## config.mk

```make
export PLATFORM = sky130hd
export DESIGN_NAME = updown_counter_n_flat
export DESIGN_NICKNAME = d
export VERILOG_FILES = /design/src/rtl/counter_pkg.sv /design/src/rtl/updown_counter_n_if.sv /design/src/rtl/fullAdder.sv /design/src/rtl/incdec_n.sv /design/src/rtl/updown_counter_n.sv /design/src/flat_wrapper.sv
export SDC_FILE = /design/constraint.sdc
export NUM_CORES = 1
export LEC_CHECK = 0
export CAP_MARGIN = 20
export CORE_MARGIN = 4
export CORE_UTILIZATION = 40
export CTS_BUF_LIST = sky130_fd_sc_hd__clkbuf_4 sky130_fd_sc_hd__clkbuf_8
export CTS_CLUSTER_DIAMETER = 150
export DETAILED_ROUTE_END_ITERATION = 10
export PLACE_DENSITY = 0.73
export SLEW_MARGIN = 20
export SYNTH_ARGS = -nofsm -noshare
export SYNTH_HDL_FRONTEND = slang
export SYNTH_SLANG_ARGS = --single-unit
export TNS_END_PERCENT = 1
```

## constraint.sdc

```tcl
create_clock -name clk -period 11.2 [get_ports clk]
set_input_delay 2.24 -clock clk [delete_from_list [all_inputs] [get_ports clk]]
set_output_delay 2.24 -clock clk [all_outputs]
set_load 0.1 [all_outputs]
```

## src/rtl/counter_pkg.sv

```systemverilog
// counter_pkg: shared direction and boundary-mode constants for the up/down counter.
package counter_pkg;
    localparam logic DIR_DOWN  = 1'b0;
    localparam logic DIR_UP    = 1'b1;
    localparam logic MODE_WRAP = 1'b0;
    localparam logic MODE_SAT  = 1'b1;
endpackage

```

## src/rtl/updown_counter_n_if.sv

```systemverilog
// updown_counter_n_if: control inputs and count/flag outputs of the up/down counter.
interface updown_counter_n_if #(parameter int WIDTH = 16);
    logic             en;
    logic             load;
    logic [WIDTH-1:0] load_val;
    logic             dir;
    logic             sat_mode;
    logic [WIDTH-1:0] count;
    logic             zero;
    logic             borrow;
    logic             carry;
    logic             sat;
    modport master (output en, load, load_val, dir, sat_mode,
                    input  count, zero, borrow, carry, sat);
    modport slave  (input  en, load, load_val, dir, sat_mode,
                    output count, zero, borrow, carry, sat);
endinterface

```

## src/rtl/fullAdder.sv

```systemverilog
// fullAdder: one-bit full adder cell of the incdec ripple.
module fullAdder (
    input  logic a,
    input  logic b,
    input  logic ci,
    output logic s,
    output logic co
);
    assign s  = a ^ b ^ ci;
    assign co = (a & b) | (ci & (a ^ b));
endmodule

```

## src/rtl/incdec_n.sv

```systemverilog
// incdec_n: combinational a +/- 1 as a ripple of fullAdder cells.
// Decrement adds all-ones with cin=0, increment adds zero with cin=1.
module incdec_n import counter_pkg::*; #(parameter int WIDTH = 16) (
    input  logic [WIDTH-1:0] a,
    input  logic             dir,
    output logic [WIDTH-1:0] y,
    output logic             cout
);
    logic [WIDTH:0] c;
    assign c[0] = (dir == DIR_UP);
    for (genvar i = 0; i < WIDTH; i++) begin : g_fa
        fullAdder fa (.a(a[i]), .b(dir == DIR_DOWN), .ci(c[i]), .s(y[i]), .co(c[i+1]));
    end
    assign cout = c[WIDTH];
endmodule

```

## src/rtl/updown_counter_n.sv

```systemverilog
// updown_counter_n: loadable up/down counter with wrap or saturate at the range ends
// and registered borrow/carry/sat pulses aligned with the new count.
module updown_counter_n import counter_pkg::*; #(
    parameter int               WIDTH     = 16,
    parameter logic [WIDTH-1:0] RESET_VAL = '0
) (
    input logic                clk,
    input logic                rst,
    updown_counter_n_if.slave  bus
);
    logic [WIDTH-1:0] stepVal;
    logic             cout;
    logic             atEnd;
    incdec_n #(.WIDTH(WIDTH)) u_incdec (.a(bus.count), .dir(bus.dir), .y(stepVal), .cout(cout));
    // Down wraps when no carry out of the all-ones add; up wraps on carry out.
    assign atEnd    = (bus.dir == DIR_UP) ? cout : ~cout;
    assign bus.zero = (bus.count == '0);
    always_ff @(posedge clk or posedge rst) begin
        if (rst) begin
            bus.count  <= RESET_VAL;
            bus.borrow <= 1'b0;
            bus.carry  <= 1'b0;
            bus.sat    <= 1'b0;
        end else if (bus.load) begin
            bus.count  <= bus.load_val;
            bus.borrow <= 1'b0;
            bus.carry  <= 1'b0;
            bus.sat    <= 1'b0;
        end else if (bus.en) begin
            bus.count  <= (atEnd && bus.sat_mode == MODE_SAT) ? bus.count : stepVal;
            bus.borrow <= atEnd && bus.sat_mode == MODE_WRAP && bus.dir == DIR_DOWN;
            bus.carry  <= atEnd && bus.sat_mode == MODE_WRAP && bus.dir == DIR_UP;
            bus.sat    <= atEnd && bus.sat_mode == MODE_SAT;
        end else begin
            bus.borrow <= 1'b0;
            bus.carry  <= 1'b0;
            bus.sat    <= 1'b0;
        end
    end
endmodule

```

## src/flat_wrapper.sv

```systemverilog
// flat-port wrapper written by rule: the top's interface ports become plain ports
module updown_counter_n_flat import counter_pkg::*;
#(
    parameter int               WIDTH     = 16,
    parameter logic [WIDTH-1:0] RESET_VAL = '0
)
  (clk, rst, bus_en, bus_load, bus_load_val, bus_dir, bus_sat_mode, bus_count, bus_zero, bus_borrow, bus_carry, bus_sat);
  updown_counter_n_if #(.WIDTH(WIDTH)) bus_i ();
  input logic clk;
  input logic rst;
  input wire logic [$bits(bus_i.en)-1:0] bus_en;
  input wire logic [$bits(bus_i.load)-1:0] bus_load;
  input wire logic [$bits(bus_i.load_val)-1:0] bus_load_val;
  input wire logic [$bits(bus_i.dir)-1:0] bus_dir;
  input wire logic [$bits(bus_i.sat_mode)-1:0] bus_sat_mode;
  output wire logic [$bits(bus_i.count)-1:0] bus_count;
  output wire logic [$bits(bus_i.zero)-1:0] bus_zero;
  output wire logic [$bits(bus_i.borrow)-1:0] bus_borrow;
  output wire logic [$bits(bus_i.carry)-1:0] bus_carry;
  output wire logic [$bits(bus_i.sat)-1:0] bus_sat;
  assign bus_i.en = bus_en;
  assign bus_i.load = bus_load;
  assign bus_i.load_val = bus_load_val;
  assign bus_i.dir = bus_dir;
  assign bus_i.sat_mode = bus_sat_mode;
  assign bus_count = bus_i.count;
  assign bus_zero = bus_i.zero;
  assign bus_borrow = bus_i.borrow;
  assign bus_carry = bus_i.carry;
  assign bus_sat = bus_i.sat;
  updown_counter_n #(.WIDTH(WIDTH), .RESET_VAL(RESET_VAL)) u_core (.clk(clk), .rst(rst), .bus(bus_i));
endmodule
```

* After elaboration in Yosys (flattened, before gate mapping)
Cells that the tools add are included.
** Word-level totals
- Output and inout bits :: 20
- Word-level logic and storage cells :: 105
- Input bits :: 22
- Memories kept :: 0
- Register bits :: 19
- ROM bits :: 0
- RAM bits :: 0
- Bits in latches :: 0
** Cells by class
- Shift operators :: 0
- Muxes and demuxes :: 10
- Bitwise logic cells :: 83
- Order comparisons :: 0
- Divide/modulo/power cells :: 0
- Equal/unequal tests :: 1
- $add $sub $neg :: 0
- Reductions and logical operators :: 7
- Multipliers :: 0
** Operators by type and width (number)
- $mux W16 :: 3
- $and A1 B1 Y1 :: 32
- $xor A1 B1 Y1 :: 32
- $logic_not A16 Y1 :: 1
- $or A1 B1 Y1 :: 16
- $mux W1 :: 7
- $logic_and A1 B1 Y1 :: 4
- $not A1 Y1 :: 3
- $ne A2 B2 Y1 const B :: 1
- $reduce_and A2 Y1 :: 1
- $reduce_bool A2 Y1 :: 1

* Logic depth before layout (Yosys ltp)
- Depth in word-level cells :: 40
- Mapped depth :: 23
- Gate-level depth less buffers :: 22

* Cells and area by module
A second synthesis with hierarchy kept.
** Second synthesis, totals
- Cells, all modules :: 160
- Area, all modules :: 1535.2 um2
** By module, submodules not included
- updown_counter_n :: cells each 143, area each 1211.2 um2, instances 1
- fullAdder :: cells each 1, area each 20.0 um2, instances 16
- incdec_n :: cells each 1, area each 3.8 um2, instances 1

* Least setup slack after synthesis
Ideal clock, no wire load.
- Path type :: in2reg
- Start :: in bus_dir
- End :: reg u_core.bus.count[10]
- Data arrival time :: 8.764 ns
- Stages on the path :: 22
- Buffers on the path :: 1
- Path slack :: 2.312 ns
- Setup time :: 0.124 ns
- Required time :: 11.076 ns
- Cells stage by stage :: fa_1 > fa_1 > fa_1 > fa_1 > fa_1 > fa_1 > fa_1 > fa_1 > fa_1 > fa_1 > fa_1 > inv_1 > fa_1 > inv_1 > fa_1 > inv_1 > fa_1 > fa_1 > xor2_1 > buf_6 > o22ai_1 > o31a_1
** Between the ends
- Cells in the longest elaborated chain, start to end :: 39
- Elaborated cells on any way between the ends :: 74
- Classes of those cells :: 1 x eq/ne; 4 x mux; 67 x bitwise; 2 x reduce/logical
** RTL lines
- start, declared :: RTL line flat_wrapper.sv:14 : input wire logic [$bits(bus_i.dir)-1:0] bus_dir;
- $not A1 Y1 :: RTL line incdec_n.sv:12 : fullAdder fa (.a(a[i]), .b(dir == DIR_DOWN), .ci(c[i]), .s(y[i]), .co(c[i+1]));
- $xor A1 B1 Y1 :: RTL line fullAdder.sv:10 : assign co = (a & b) | (ci & (a ^ b));
- $and A1 B1 Y1 :: RTL line fullAdder.sv:10
- $or A1 B1 Y1 :: RTL line fullAdder.sv:10
- $and A1 B1 Y1 :: RTL line fullAdder.sv:10
- $or A1 B1 Y1 :: RTL line fullAdder.sv:10
- $and A1 B1 Y1 :: RTL line fullAdder.sv:10
- $or A1 B1 Y1 :: RTL line fullAdder.sv:10
- (+23 left out)
- $or A1 B1 Y1 :: RTL line fullAdder.sv:10
- $and A1 B1 Y1 :: RTL line fullAdder.sv:10
- $or A1 B1 Y1 :: RTL line fullAdder.sv:10
- $not A1 Y1 :: RTL line updown_counter_n.sv:16 : assign atEnd = (bus.dir == DIR_UP) ? cout : ~cout;
- $mux W1 :: RTL line updown_counter_n.sv:16
- $logic_and A1 B1 Y1 :: RTL line updown_counter_n.sv:30 : bus.count <= (atEnd && bus.sat_mode == MODE_SAT) ? bus.count : stepVal;
- $ne A2 B2 Y1 (no line)
- $reduce_and A2 Y1 (no line)
- end signal, assigned :: RTL line updown_counter_n.sv:25 : bus.count <= bus.load_val;
- end signal, assigned :: RTL line updown_counter_n.sv:30
- end, declared :: RTL line updown_counter_n_if.sv:16 : output count, zero, borrow, carry, sat);
Several ways; a longest one is shown, not always the timed one. The select of a mux whose other input is x is not followed.
A chain may end at the register's enable or synchronous reset.

* Final worst setup path
- Start :: in bus_dir
- End :: reg u_core.bus.count[7]
The elaborated chain is that of the path after synthesis.

==> impl.org <==
** Timing
- Setup total negative slack on the finished layout was measured at 0 ns.
- The final hold violation count came to 0.
- Worst slew margin :: between 30% and 40%
- Across the routed clock network, the largest skew measured is 0.00437 ns.
- Setup repair after global routing missed its margin :: false
- For the finished layout, the period the worst path requires is between 9 and 10 ns.
- Final hold analysis gives a worst-case slack of around 0.68 ns.
- Share of the cycle needed by the critical path after routing :: 88.3%
- Measured slew at the worst slew-check pin :: between 1 and 1.5 ns
- Static timing analysis puts the maximum clock frequency at 0.101 GHz.
- The count of final max-slew check failures came to 0.
- Setup violations, final :: 0

** Hold path
- The worst hold path was traced through 3 stages.
- In this run the most critical hold path is launched from u_core.bus.count[0].
- In this run the worst hold path is classified as reg2reg.
- Hold path endpoint :: u_core.bus.count[0]

** Setup path
- Reg-to-reg endpoint :: u_core.bus.count[7]
- Crit end category :: flop
- Start point of the critical path :: bus_dir
- Counting stages on the worst path, the most repeated cell is fa_1.
- STA puts the critical path data required time at ~11 ns.
- Slowest cell on the critical path :: xor2_1
- In this run the register-to-register setup slack is approximately 3.3 ns.
- In this run the worst path has a maximum fanout of 13.
- The worst setup path is launched from a primary input.
- In this design, the stage delay of the slowest critical-path cell is roughly 0.8 ns.
- The signal on the critical path passes through clkdlybuf4s50_1, fa_1, fa_1, fa_1, fa_1, fa_1, fa_1, fa_1, fa_1, fa_1, fa_1, fa_1, inv_1, fa_1, inv_1, fa_1, inv_1, fa_1, fa_1, xor2_1, o22ai_1, o31a_1.
- Critical path data arrival time :: 10.04 ns
- The worst register-to-register path has a depth of 22.
- The critical path is of the in2reg type.
- Worst reg2reg path startpoint :: u_core.bus.count[0]

** Clock network
- Maximum buffer depth of the clock tree :: 2
- Clock latency on the worst-skew pair, taken at its later pin, is ~0.26 ns.
- In this run the number of H-tree levels came out at 1.
- The number of setup buffers added after CTS is 0.
- After clock tree synthesis, the clock-pin slew on the worst setup and hold paths is 0.08 ns.
- Cts bufs inserted :: 3
- Counting every sink on the clock net gives 19.
- Number of instances resized during post-cts repair :: 0
- TritonCTS built the clock tree.
- The tree is rooted in a clkbuf_8.
- Hold-fix buffers at CTS :: 0

** Layout
- Syn-to-layout area delta :: 20.9%
- Layout cells sized above 1 :: between 4 and 5%
- Nets :: 250
- The number of antenna diodes in the final layout is 0.
- Fillers :: 398

** Power and ir drop
- Across the VDD grid, the largest voltage drop is roughly 0.094 mV.
- Power spread over the standard cell area amounts to around 170 nW/um^2.
- In this run the static leakage power is approximately 0.00087 uW.

** Synth
- Counting flops with an async set or reset pin after synthesis yields a share of 100%.
- The synthesized netlist occupies a cell area of roughly 1700 um^2.
- Dividing the synthesized area by the synthesized cell count gives around 8.7 um^2.
- Yosys synthesis warning count :: 0
- In the synthesized netlist the dominant register cell turns out to be dfrtp_1.
- Cells after Synth :: 193
- Unique cell type count in the Yosys netlist :: 24
- The top cell type by area accounts for approximately 28% of the synthesized area.
- Number of storage elements in the synthesis netlist :: 19
- Most common cell in the synthesized netlist :: nand2_1
- Number of flops mapped to enable cells by yosys :: 0
- Top cells by area, synth :: dfrtp_1 (28%), fa_1 (18%), buf_4 (7.2%)
- Share of synthesized area occupied by flip-flops and latches :: 28.4%
- Most common library cells after synthesis :: nand2_1 (24), inv_1 (22), dfrtp_1 (19)
- Cell type with the highest aggregate area in the netlist :: dfrtp_1
- Net Count, Synth :: 230

** Run status
- The run finished with clean final reports.

** Route
- The first routing iteration left 78 violations.
- After detailed routing, the number of remaining DRC violations is 0.
- Detailed-route wire length per cell :: between 10 and 15 um
- Detail-routed via count per cell :: 5.18
- Routed wl met3 :: ~230 um
- The final layout contains routed wiring with a total length of 3.71 mm.
- Routed metal-1 wirelength :: approximately 1.7 mm
- The first detailed-routing pass took 4 iterations.
- The detail route stage leaves a number of antenna-violating nets equal to 0.
- After detailed routing, the met2 layer carries 1.69 mm of wire.
- The routed layout has approximately 1400 vias.
- After detailed routing, no signal wire sits above met4.

** Die
- The floorplan step defined a core boundary enclosing ~4000 um^2.
- Initial core utilization :: roughly two fifths
- DIE HEIGHT :: 72.7 um
- In this run the horizontal extent of the chip is ~73 um.
- I/O pin count :: 42
- Area of the die :: ~5300 um^2
- Number of core rows :: 23

** Job
- Max-cap violations in this run came to 0.

** Placed design
- The count of buffers added on input and output ports is just over 40.
- At the end of routability-driven placement, the weighted congestion stood at between 0.8 and 0.9.
- Detailed placement finished with a half-perimeter wire length of ~2.7 mm.

** Global routing
- Vias in the first global route :: 1338
- Initial antenna violation count :: 0
- Grt ovf :: 0
- Global routing used around 15% of the available tracks.
- The first global-routing pass estimated between 6 and 7 mm of wire.
- Largest net degree at the start of global routing :: 36
## layout make-up
| class | instances | area (um^2) | area share [%] |
|---|---|---|---|
| repair buffers | 44 | 423 | 20.9 |
| inverters | 22 | 82.6 | 4.08 |
| flip-flops and latches | 19 | 475 | 23.5 |
| well taps | 50 | 62.6 | 3.09 |
| multi-input cells | 123 | 932 | 46.1 |
| clock inverters | 1 | 5.00 | 0.248 |
| clock buffers | 3 | 41.3 | 2.04 |
## routing by layer
| metal | vias up | track usage [%] |
|---|---|---|
| met5 | - | 0 |
| met4 | 0 | 5.53 |
| met1 | 649 | 21.0 |
| met3 | 5 | 2.62 |
| met2 | 36 | 23.6 |
| li1 | 668 | - |
## registers in the layout, summed over array words and instances (netlist names)
name and count:
u_core.bus.count 16, u_core.bus.carry 1, u_core.bus.borrow 1, u_core.bus.sat 1
## critical path, delay by kind of cell
| family | cells | cell delay [ns] |
|---|---|---|
| xor+xnor | 1 | 0.82 |
| buf+inv | 4 | 0.70 |
| compound gates | 2 | 0.56 |
| fa+ha+maj | 15 | 5.71 |
## where the power goes
| part | total [uW] | internal (uW) | switching, uW |
|---|---|---|---|
| clock | 49.6 | 24.8 | 24.8 |
| sequential | 90.5 | 78.4 | 12.1 |
| combinational | 194 | 61.9 | 132 |
## layout by cell type (no fill, tap or decap)
cell type and instances:
a21oi_1 16, a31o_1 5, and4_1 1, buf_2 2, buf_4 3, clkbuf_8 3, clkdlybuf4s50_1 39, clkinv_2 1
dfrtp_1 19, fa_1 15, inv_1 22, nand2_1 24, nand2b_1 18, nand3_1 1, nor2_1 6, nor3_1 2
nor3b_1 1, nor4_1 5, o211ai_1 1, o22ai_1 10, o31a_1 10, o31ai_1 5, or4_1 1, xnor2_1 1
xor2_1 1
## stage by stage
step                total power (uW)  worst slack [ns]  util (%)  instance area [um^2]  std cells
finish                           334              1.31      50.2                  2020        262
floorplan                        253              2.31         -                  1670        193
global placement                 285              1.19      49.3                  1990        258
global route                     355             0.901      50.2                  2020        262
CTS                              337              1.31      50.4                  2030        262
detailed placement               286              1.03      49.3                  1990        258
## worst max-delay path by stage
stage / endpoint / slack, ns
global route: u_core.bus.count[7] / 0.90
global placement: u_core.bus.count[8] / 1.19
floorplan: u_core.bus.count[10] / 2.31
detailed placement: u_core.bus.count[7] / 1.03
finish: u_core.bus.count[7] / 1.31
CTS: u_core.bus.count[7] / 1.31
## cell families (layout without fill, tap and decap cells)
kind of cell / Yosys count / after routing / synth area share (%)
compound gates: 47 / 47 / 19.1
xor+xnor: 2 / 2 / 1.05
fa+ha+maj: 15 / 15 / 18.0
buf+inv: 51 / 70 / 15.9
flops: 19 / 19 / 28.4
simple gates: 59 / 59 / 17.7
(Power assumes the default switching activity.)
